$ cat config.mk
export PLATFORM = sky130hd
export DESIGN_NAME = alu_sequencer_flat
export DESIGN_NICKNAME = d
export VERILOG_FILES = /design/src/rtl/alu_sequencer_pkg.sv /design/src/rtl/alu_sequencer_if.sv /design/src/rtl/alu_sequencer_decode.sv /design/src/rtl/alu_sequencer.sv /design/src/flat_wrapper.sv
export SDC_FILE = /design/constraint.sdc
export NUM_CORES = 1
export LEC_CHECK = 0
export ABC_AREA = 1
export BUFFER_PORTS_ARGS = -buffer_cell sky130_fd_sc_hd__buf_2
export CORE_ASPECT_RATIO = 2
export CORE_MARGIN = 2
export CORE_UTILIZATION = 45
export DETAILED_ROUTE_END_ITERATION = 8
export MAX_ROUTING_LAYER = met4
export PLACE_DENSITY = 0.71
export SKIP_CTS_REPAIR_TIMING = 1
export SYNTH_ARGS = -nofsm -noshare
export SYNTH_HDL_FRONTEND = slang
export SYNTH_SLANG_ARGS = --single-unit
$ cat constraint.sdc
create_clock -name clk -period 4.8 [get_ports clk]
set_clock_uncertainty 0.15 [all_clocks]
set_input_delay 0.48 -clock clk [delete_from_list [all_inputs] [get_ports clk]]
set_output_delay 0.48 -clock clk [all_outputs]
set_load 0.05 [all_outputs]
$ cat src/rtl/alu_sequencer_pkg.sv
// Shared types and bus/load code constants for the ALU sequencer and its opcode decoder.
package alu_seq_pkg;

  typedef enum logic [3:0] {
    OP_ADD  = 4'd0,  OP_ADC  = 4'd1,  OP_SUB  = 4'd2,  OP_SBC  = 4'd3,
    OP_AND  = 4'd4,  OP_OR   = 4'd5,  OP_XOR  = 4'd6,  OP_NOT  = 4'd7,
    OP_SHL  = 4'd8,  OP_RCL  = 4'd9,  OP_SWAP = 4'd10, OP_CMP  = 4'd11,
    OP_MOV  = 4'd12, OP_ADDW = 4'd13, OP_SUBW = 4'd14, OP_NOP  = 4'd15
  } opcode_e;

  typedef enum logic [2:0] {
    S_IDLE, S_SETUP, S_EXEC, S_SETUP2, S_EXEC2, S_DONE
  } state_e;

  typedef enum logic [1:0] {
    CIN_ZERO, CIN_ONE, CIN_CARRY
  } cin_src_e;

  localparam logic [3:0] OUT_ADDSUB    = 4'd2;
  localparam logic [3:0] OUT_ANDOR     = 4'd6;
  localparam logic [3:0] OUT_SHIFTSWAP = 4'd7;
  localparam logic [3:0] OUT_XORNOT    = 4'd10;
  localparam logic [3:0] OUT_NONE      = 4'd3;

  localparam logic [3:0] LOAD_A    = 4'd0;
  localparam logic [3:0] LOAD_B    = 4'd1;
  localparam logic [3:0] LOAD_C    = 4'd8;
  localparam logic [3:0] LOAD_D    = 4'd9;
  localparam logic [3:0] LOAD_NONE = 4'd3;

  localparam logic [2:0] ARG_R_ZERO = 3'd6;

  typedef struct packed {
    logic [3:0] unit;
    logic       alt;
    cin_src_e   cin_src;
    logic       writes_dst;
    logic       sets_flags;
    logic       wide;
    logic       r_zero;
    logic       nop;
  } op_ctl_t;

  function automatic logic [3:0] load_code(input logic [1:0] r);
    case (r)
      2'd0:    load_code = LOAD_A;
      2'd1:    load_code = LOAD_B;
      2'd2:    load_code = LOAD_C;
      default: load_code = LOAD_D;
    endcase
  endfunction

endpackage

$ cat src/rtl/alu_sequencer_if.sv
// Command handshake plus ALU control bus between decoder, sequencer and ALU block.
interface alu_sequencer_if;
  logic       cmd_valid;
  logic       cmd_ready;
  logic [3:0] cmd_op;
  logic [1:0] cmd_dst;
  logic [1:0] cmd_src_l;
  logic [1:0] cmd_src_r;
  logic [3:0] flags;
  logic [3:0] outctl;
  logic [3:0] loadctl;
  logic [1:0] arg_l;
  logic [2:0] arg_r;
  logic       alt;
  logic       cin;
  logic       calcfn;
  logic       busy;
  logic       done;

  modport master (
    output cmd_valid, cmd_op, cmd_dst, cmd_src_l, cmd_src_r, flags,
    input  cmd_ready, outctl, loadctl, arg_l, arg_r, alt, cin, calcfn, busy, done
  );

  modport slave (
    input  cmd_valid, cmd_op, cmd_dst, cmd_src_l, cmd_src_r, flags,
    output cmd_ready, outctl, loadctl, arg_l, arg_r, alt, cin, calcfn, busy, done
  );
endinterface

$ cat src/rtl/alu_sequencer_decode.sv
// Combinational opcode decode: result unit, alternate select, carry-in source and op class.
module alu_op_decode
  import alu_seq_pkg::*;
(
  input  logic [3:0] op_i,
  output op_ctl_t    ctl_o
);

  always_comb begin
    ctl_o = '{unit: OUT_ADDSUB, alt: 1'b0, cin_src: CIN_ZERO, writes_dst: 1'b1,
              sets_flags: 1'b1, wide: 1'b0, r_zero: 1'b0, nop: 1'b0};
    case (opcode_e'(op_i))
      OP_ADD:  ;
      OP_ADC:  ctl_o.cin_src = CIN_CARRY;
      OP_SUB:  begin ctl_o.alt = 1'b1; ctl_o.cin_src = CIN_ONE;   end
      OP_SBC:  begin ctl_o.alt = 1'b1; ctl_o.cin_src = CIN_CARRY; end
      OP_AND:  ctl_o.unit = OUT_ANDOR;
      OP_OR:   begin ctl_o.unit = OUT_ANDOR;  ctl_o.alt = 1'b1; end
      OP_XOR:  ctl_o.unit = OUT_XORNOT;
      OP_NOT:  begin ctl_o.unit = OUT_XORNOT; ctl_o.alt = 1'b1; end
      OP_SHL:  ctl_o.unit = OUT_SHIFTSWAP;
      OP_RCL:  begin ctl_o.unit = OUT_SHIFTSWAP; ctl_o.cin_src = CIN_CARRY; end
      OP_SWAP: begin ctl_o.unit = OUT_SHIFTSWAP; ctl_o.alt = 1'b1; end
      OP_CMP:  begin ctl_o.alt = 1'b1; ctl_o.cin_src = CIN_ONE; ctl_o.writes_dst = 1'b0; end
      OP_MOV:  begin ctl_o.sets_flags = 1'b0; ctl_o.r_zero = 1'b1; end
      OP_ADDW: ctl_o.wide = 1'b1;
      OP_SUBW: begin ctl_o.wide = 1'b1; ctl_o.alt = 1'b1; ctl_o.cin_src = CIN_ONE; end
      default: begin
        ctl_o.unit       = OUT_NONE;
        ctl_o.writes_dst = 1'b0;
        ctl_o.sets_flags = 1'b0;
        ctl_o.nop        = 1'b1;
      end
    endcase
  end

endmodule

$ cat src/rtl/alu_sequencer.sv
// Multi-cycle ALU control sequencer: one instruction at a time, two carry-chained passes for pair ops.
module alu_sequencer
  import alu_seq_pkg::*;
#(
  parameter int unsigned CARRY_BIT = 1
) (
  input  logic          clk,
  input  logic          rst,
  alu_sequencer_if.slave bus
);

  state_e     state_q, state_d;
  logic [3:0] op_q, op_d;
  logic [1:0] dst_q, dst_d, srcl_q, srcl_d, srcr_q, srcr_d;
  logic       accept;
  logic       carry;
  op_ctl_t    ctl;

  logic [3:0] outctl_q, outctl_d, loadctl_q, loadctl_d;
  logic [1:0] arg_l_q, arg_l_d;
  logic [2:0] arg_r_q, arg_r_d;
  logic       alt_q, alt_d, cin_q, cin_d, calcfn_q, calcfn_d;
  logic       busy_q, busy_d, done_q, done_d, ready_q, ready_d;

  logic       hi_half;
  logic [1:0] lreg, rreg, dreg;

  assign accept = (state_q == S_IDLE) && bus.cmd_valid;
  assign carry  = bus.flags[CARRY_BIT];

  // Decode the command about to be held, so outputs registered on the accept edge already reflect it.
  always_comb begin
    op_d   = op_q;
    dst_d  = dst_q;
    srcl_d = srcl_q;
    srcr_d = srcr_q;
    if (accept) begin
      op_d   = bus.cmd_op;
      dst_d  = bus.cmd_dst;
      srcl_d = bus.cmd_src_l;
      srcr_d = bus.cmd_src_r;
    end
  end

  alu_op_decode u_decode (.op_i(op_d), .ctl_o(ctl));

  always_ff @(posedge clk or negedge rst) begin
    if (!rst) state_q <= S_IDLE;
    else      state_q <= state_d;
  end

  always_comb begin
    state_d = state_q;
    case (state_q)
      S_IDLE:   if (bus.cmd_valid) state_d = ctl.nop ? S_DONE : S_SETUP;
      S_SETUP:  state_d = S_EXEC;
      S_EXEC:   state_d = ctl.wide ? S_SETUP2 : S_DONE;
      S_SETUP2: state_d = S_EXEC2;
      S_EXEC2:  state_d = S_DONE;
      default:  state_d = S_IDLE;
    endcase
  end

  // Outputs are a function of the next state so they register in step with it.
  always_comb begin
    outctl_d  = OUT_NONE;
    loadctl_d = LOAD_NONE;
    arg_l_d   = '0;
    arg_r_d   = '0;
    alt_d     = 1'b0;
    cin_d     = 1'b0;
    calcfn_d  = 1'b1;
    busy_d    = 1'b0;
    done_d    = 1'b0;
    ready_d   = 1'b0;
    hi_half   = (state_d == S_SETUP2) || (state_d == S_EXEC2);
    lreg      = srcl_d;
    rreg      = srcr_d;
    dreg      = dst_d;
    if (ctl.wide) begin
      lreg[0] = ~hi_half;
      rreg[0] = ~hi_half;
      dreg[0] = ~hi_half;
    end
    case (state_d)
      S_IDLE: ready_d = 1'b1;
      S_DONE: done_d  = 1'b1;
      default: begin
        busy_d  = 1'b1;
        alt_d   = ctl.alt;
        arg_l_d = lreg;
        arg_r_d = ctl.r_zero ? ARG_R_ZERO : {1'b0, rreg};
        if ((state_d == S_EXEC) || (state_d == S_EXEC2)) begin
          outctl_d  = ctl.unit;
          loadctl_d = ctl.writes_dst ? load_code(dreg) : LOAD_NONE;
          calcfn_d  = ~ctl.sets_flags;
          case (ctl.cin_src)
            CIN_ONE:   cin_d = 1'b1;
            CIN_CARRY: cin_d = carry;
            default:   cin_d = 1'b0;
          endcase
          if (state_d == S_EXEC2) cin_d = carry;
        end
      end
    endcase
  end

  always_ff @(posedge clk or negedge rst) begin
    if (!rst) begin
      op_q      <= '0;
      dst_q     <= '0;
      srcl_q    <= '0;
      srcr_q    <= '0;
      outctl_q  <= OUT_NONE;
      loadctl_q <= LOAD_NONE;
      arg_l_q   <= '0;
      arg_r_q   <= '0;
      alt_q     <= 1'b0;
      cin_q     <= 1'b0;
      calcfn_q  <= 1'b1;
      busy_q    <= 1'b0;
      done_q    <= 1'b0;
      ready_q   <= 1'b1;
    end else begin
      op_q      <= op_d;
      dst_q     <= dst_d;
      srcl_q    <= srcl_d;
      srcr_q    <= srcr_d;
      outctl_q  <= outctl_d;
      loadctl_q <= loadctl_d;
      arg_l_q   <= arg_l_d;
      arg_r_q   <= arg_r_d;
      alt_q     <= alt_d;
      cin_q     <= cin_d;
      calcfn_q  <= calcfn_d;
      busy_q    <= busy_d;
      done_q    <= done_d;
      ready_q   <= ready_d;
    end
  end

  assign bus.outctl    = outctl_q;
  assign bus.loadctl   = loadctl_q;
  assign bus.arg_l     = arg_l_q;
  assign bus.arg_r     = arg_r_q;
  assign bus.alt       = alt_q;
  assign bus.cin       = cin_q;
  assign bus.calcfn    = calcfn_q;
  assign bus.busy      = busy_q;
  assign bus.done      = done_q;
  assign bus.cmd_ready = ready_q;

endmodule

$ cat src/flat_wrapper.sv
// flat-port wrapper written by rule: the top's interface ports become plain ports
module alu_sequencer_flat import alu_seq_pkg::*;
#(
  parameter int unsigned CARRY_BIT = 1
)
  (clk, rst, bus_cmd_valid, bus_cmd_op, bus_cmd_dst, bus_cmd_src_l, bus_cmd_src_r, bus_flags, bus_cmd_ready, bus_outctl, bus_loadctl, bus_arg_l, bus_arg_r, bus_alt, bus_cin, bus_calcfn, bus_busy, bus_done);
  alu_sequencer_if bus_i ();
  input  logic clk;
  input  logic rst;
  input wire logic [$bits(bus_i.cmd_valid)-1:0] bus_cmd_valid;
  input wire logic [$bits(bus_i.cmd_op)-1:0] bus_cmd_op;
  input wire logic [$bits(bus_i.cmd_dst)-1:0] bus_cmd_dst;
  input wire logic [$bits(bus_i.cmd_src_l)-1:0] bus_cmd_src_l;
  input wire logic [$bits(bus_i.cmd_src_r)-1:0] bus_cmd_src_r;
  input wire logic [$bits(bus_i.flags)-1:0] bus_flags;
  output wire logic [$bits(bus_i.cmd_ready)-1:0] bus_cmd_ready;
  output wire logic [$bits(bus_i.outctl)-1:0] bus_outctl;
  output wire logic [$bits(bus_i.loadctl)-1:0] bus_loadctl;
  output wire logic [$bits(bus_i.arg_l)-1:0] bus_arg_l;
  output wire logic [$bits(bus_i.arg_r)-1:0] bus_arg_r;
  output wire logic [$bits(bus_i.alt)-1:0] bus_alt;
  output wire logic [$bits(bus_i.cin)-1:0] bus_cin;
  output wire logic [$bits(bus_i.calcfn)-1:0] bus_calcfn;
  output wire logic [$bits(bus_i.busy)-1:0] bus_busy;
  output wire logic [$bits(bus_i.done)-1:0] bus_done;
  assign bus_i.cmd_valid = bus_cmd_valid;
  assign bus_i.cmd_op = bus_cmd_op;
  assign bus_i.cmd_dst = bus_cmd_dst;
  assign bus_i.cmd_src_l = bus_cmd_src_l;
  assign bus_i.cmd_src_r = bus_cmd_src_r;
  assign bus_i.flags = bus_flags;
  assign bus_cmd_ready = bus_i.cmd_ready;
  assign bus_outctl = bus_i.outctl;
  assign bus_loadctl = bus_i.loadctl;
  assign bus_arg_l = bus_i.arg_l;
  assign bus_arg_r = bus_i.arg_r;
  assign bus_alt = bus_i.alt;
  assign bus_cin = bus_i.cin;
  assign bus_calcfn = bus_i.calcfn;
  assign bus_busy = bus_i.busy;
  assign bus_done = bus_i.done;
  alu_sequencer #(.CARRY_BIT(CARRY_BIT)) u_core (.clk(clk), .rst(rst), .bus(bus_i));
endmodule
==> out/results.ini <==
[min_path]
timing.hold.worst.class=in -> async

[worst_setup_path]
worst_setup_path_start_kind=flip-flop
cp-end-kind=flip-flop
timing.setup.critical_path_class=reg -> reg
path_max_fanout=13
critical_path_required_ns=4.87
r2r_slack_ns=2.17
critical_path_arrival_ns=2.70

[cts]
tritoncts_clock_tree=done
cts.root.buffer_cell=sky130_fd_sc_hd__clkbuf_8
number_of_cts_inserted_buffers=5
cts.htree.levels=2
clk-insertion-delay-late_ns=0.28
clockBufferDepth=2
cts_sinks=30
worst_setup_hold_path_clk_slew_ns=0.06

[job]
maxCapViolations=0

[route]
drt-wirelength-per-cell_um=11.7
drc_violations_left=0
dr_total_vias=1147
routed_via_density=4.80
route.antenna.remaining_nets=0
drt_iter0_markers=25
wirelength_um=2790
drt_first_pass_iters=4

[placed_design]
gpl.final_weighted_congestion=0.823
number_of_buffers_inserted_by_port_buffering=30
placed_area_um2=1720
dpl.hpwl_um=2220

[layout]
final_area_um2=1810
syn2layout_area_growth_pct=16.4
antenna_cells_inserted=0
finish.net_count=225
layout-drive-gt1-share_pct=35.3

[pwr]
power.leakage_uw=0.00102
finalPower_uw=1500
peakVddDrop_uv=354
power-per-cell-area_nw_per_um2=829

[sta]
period_utilization_post_route_pct=54.8
slew-limit-headroom_pct=57.9
setup-violations-final=0
timing_worst_slew_pin_value_ns=0.632
report.final.hold_viol_count=0
max_freq_mhz=380
timing.final.max_slew_violations=0
final.setup.tns_ns=0
rsz0062_at_grt=false
minimum_clock_period_after_layout_ns=2.63

[floorplan]
dieWidth_um=45.5
coreArea_um2=3340
floorplan.die.height_um=87.1
die_area_um2=3960
fp-row-count=30
initial_core_util_pct=46.5
pin_count=36

[run_status]
run_status=finished clean

[synth]
syn-instance-count=172
syn-num-nets=191
yosysTopAreaCell=sky130_fd_sc_hd__dfrtp_1
postSynthAreaPerCell_um2=9.03
synth-main-ff-cell=sky130_fd_sc_hd__dfrtp_1
synth_top_area_share_pct=40.3
synth.yosys.seq_area_share_pct=48.8
synth_edf_count=0
synth_top_cells_by_area=sky130_fd_sc_hd__dfrtp_1 40%, sky130_fd_sc_hd__dfstp_2 8.5%, sky130_fd_sc_hd__nand2_1 7.3%
yosysWarnings=0
synthesis.area_um2=1550
postSynthRegisterBits=30
async_flop_share_pct=100
synth.lib_cells_used.distinct=30

[global_route]
global_route.overflow_total=0
groute.usage.overall_pct=16.7
grt_pass1_wl_um=4570
grt_antenna_before_repair=0
largest_net_degree_at_the_start_of_global_routing=31
first_global_vias=1121

-- Yosys cell counts, types with 3 or more instances --
master and n:
sky130_fd_sc_hd__dfrtp_1 25, sky130_fd_sc_hd__nor2_4 3, sky130_fd_sc_hd__inv_1 27, sky130_fd_sc_hd__nand2_1 30, sky130_fd_sc_hd__nand3b_1 3, sky130_fd_sc_hd__dfstp_2 5
sky130_fd_sc_hd__nor2_1 18, sky130_fd_sc_hd__nand3_1 10, sky130_fd_sc_hd__nand2_4 7, sky130_fd_sc_hd__nand2_2 9, sky130_fd_sc_hd__o21ai_0 4, sky130_fd_sc_hd__a21oi_1 5
-- area by class of cell --
class / instances / area, um^2
Fill cell: 315 / 1530
Sequential cell: 30 / 757
Multi-Input combinational cell: 110 / 661
Timing Repair Buffer: 30 / 150
Inverter: 29 / 109
Clock buffer: 7 / 86.3
Tap cell: 32 / 40.0
Clock inverter: 1 / 5.00
-- metal layers --
| layer | wire [um] | part of all wire [%] | global-route usage [%] | up-vias |
|---|---|---|---|---|
| met1 | 970 | 35 | 14.8 | 526 |
| met3 | 99 | 3.5 | 4.15 | 6 |
| met2 | 1650 | 59 | 28.9 | 22 |
| li1 | - | - | - | 593 |
| met4 | 72 | 2.6 | 11.0 | 0 |
| met5 | 0 | 0 | - | - |
-- path summary, 6_finish.rpt --
path                       cells after the start                             to                        start
min                                            1       u_core.op_q[2]$_DFF_PN0_                          rst
max in group asynchronous                      1  u_core.bus.arg_r[0]$_DFF_PN0_                          rst
max reg2reg                                   13       u_core.bus.cin$_DFF_PN0_  u_core.state_q[0]$_DFF_PN0_
min in group clk                               3      u_core.dst_q[0]$_DFF_PN0_               bus_cmd_dst[0]
min reg2reg                                    2      u_core.dst_q[0]$_DFF_PN0_    u_core.dst_q[0]$_DFF_PN0_
max                                           13       u_core.bus.cin$_DFF_PN0_  u_core.state_q[0]$_DFF_PN0_
-- stage by stage --
stage	hold slack [ns]	utilization, %	setup WS [ns]	std cells
floorplan	0.0344	-	2.52	172
global placement	0.307	51.4	2.04	231
detailed placement	0.311	51.4	2.03	231
CTS	0.0871	54.1	2.14	239
global route	0.126	54.1	1.97	239
finish	0.0696	54.1	2.17	239
-- state kept, by name, summed over array words and instances (netlist names), named ones only --
name                  flops
u_core.bus.calcfn         1
u_core.bus.arg_l          2
u_core.srcl_q             2
u_core.state_q            3
u_core.bus.alt            1
u_core.bus.cin            1
u_core.bus.loadctl        3
u_core.bus.outctl         3
u_core.bus.cmd_ready      1
u_core.bus.arg_r          3
u_core.op_q               4
u_core.bus.done           1
u_core.srcr_q             1
u_core.dst_q              2
u_core.bus.busy           1
-- cell usage in the layout (no fill, tap or decap), drive strengths merged, types with 3 or more instances in the layout --
master,instances
nand2,46
buf,30
inv,29
dfrtp,25
nor2,22
nand3,14
clkbuf,7
a21oi,5
dfstp,5
o21ai,5
nand3b,3
nor3,3
-- worst max-delay path, cell delays in order, from the launching register on --
cell	delay [ns]
sky130_fd_sc_hd__dfrtp_1	0.45
sky130_fd_sc_hd__nor2_4	0.26
sky130_fd_sc_hd__nand2_4	0.17
sky130_fd_sc_hd__nand2_1	0.11
sky130_fd_sc_hd__nand2_2	0.10
sky130_fd_sc_hd__inv_1	0.16
sky130_fd_sc_hd__nor2_1	0.07
sky130_fd_sc_hd__o211a_1	0.19
sky130_fd_sc_hd__or2_2	0.29
sky130_fd_sc_hd__inv_1	0.06
sky130_fd_sc_hd__ha_1	0.22
sky130_fd_sc_hd__o21ai_0	0.16
sky130_fd_sc_hd__nand3_1	0.12
sky130_fd_sc_hd__inv_1	0.06
-- cell families after synthesis --
family,share of synthesized area (%)
adder cells (fa/ha/maj),1.61
AO/OA/AOI/OAI,6.45
other,0.484
flip-flops,48.8
buffers and inverters,8.70
AND/OR/NAND/NOR,34.0
-- where the power goes --
part / internal (uW) / leakage [uW] / switching, uW
Clock: 115 / 0.0000482 / 86.1
Sequential: 372 / 0.000369 / 43.8
Combinational: 251 / 0.000602 / 630
Total: 739 / 0.00102 / 760
Power figures use the tool's default switching activity.
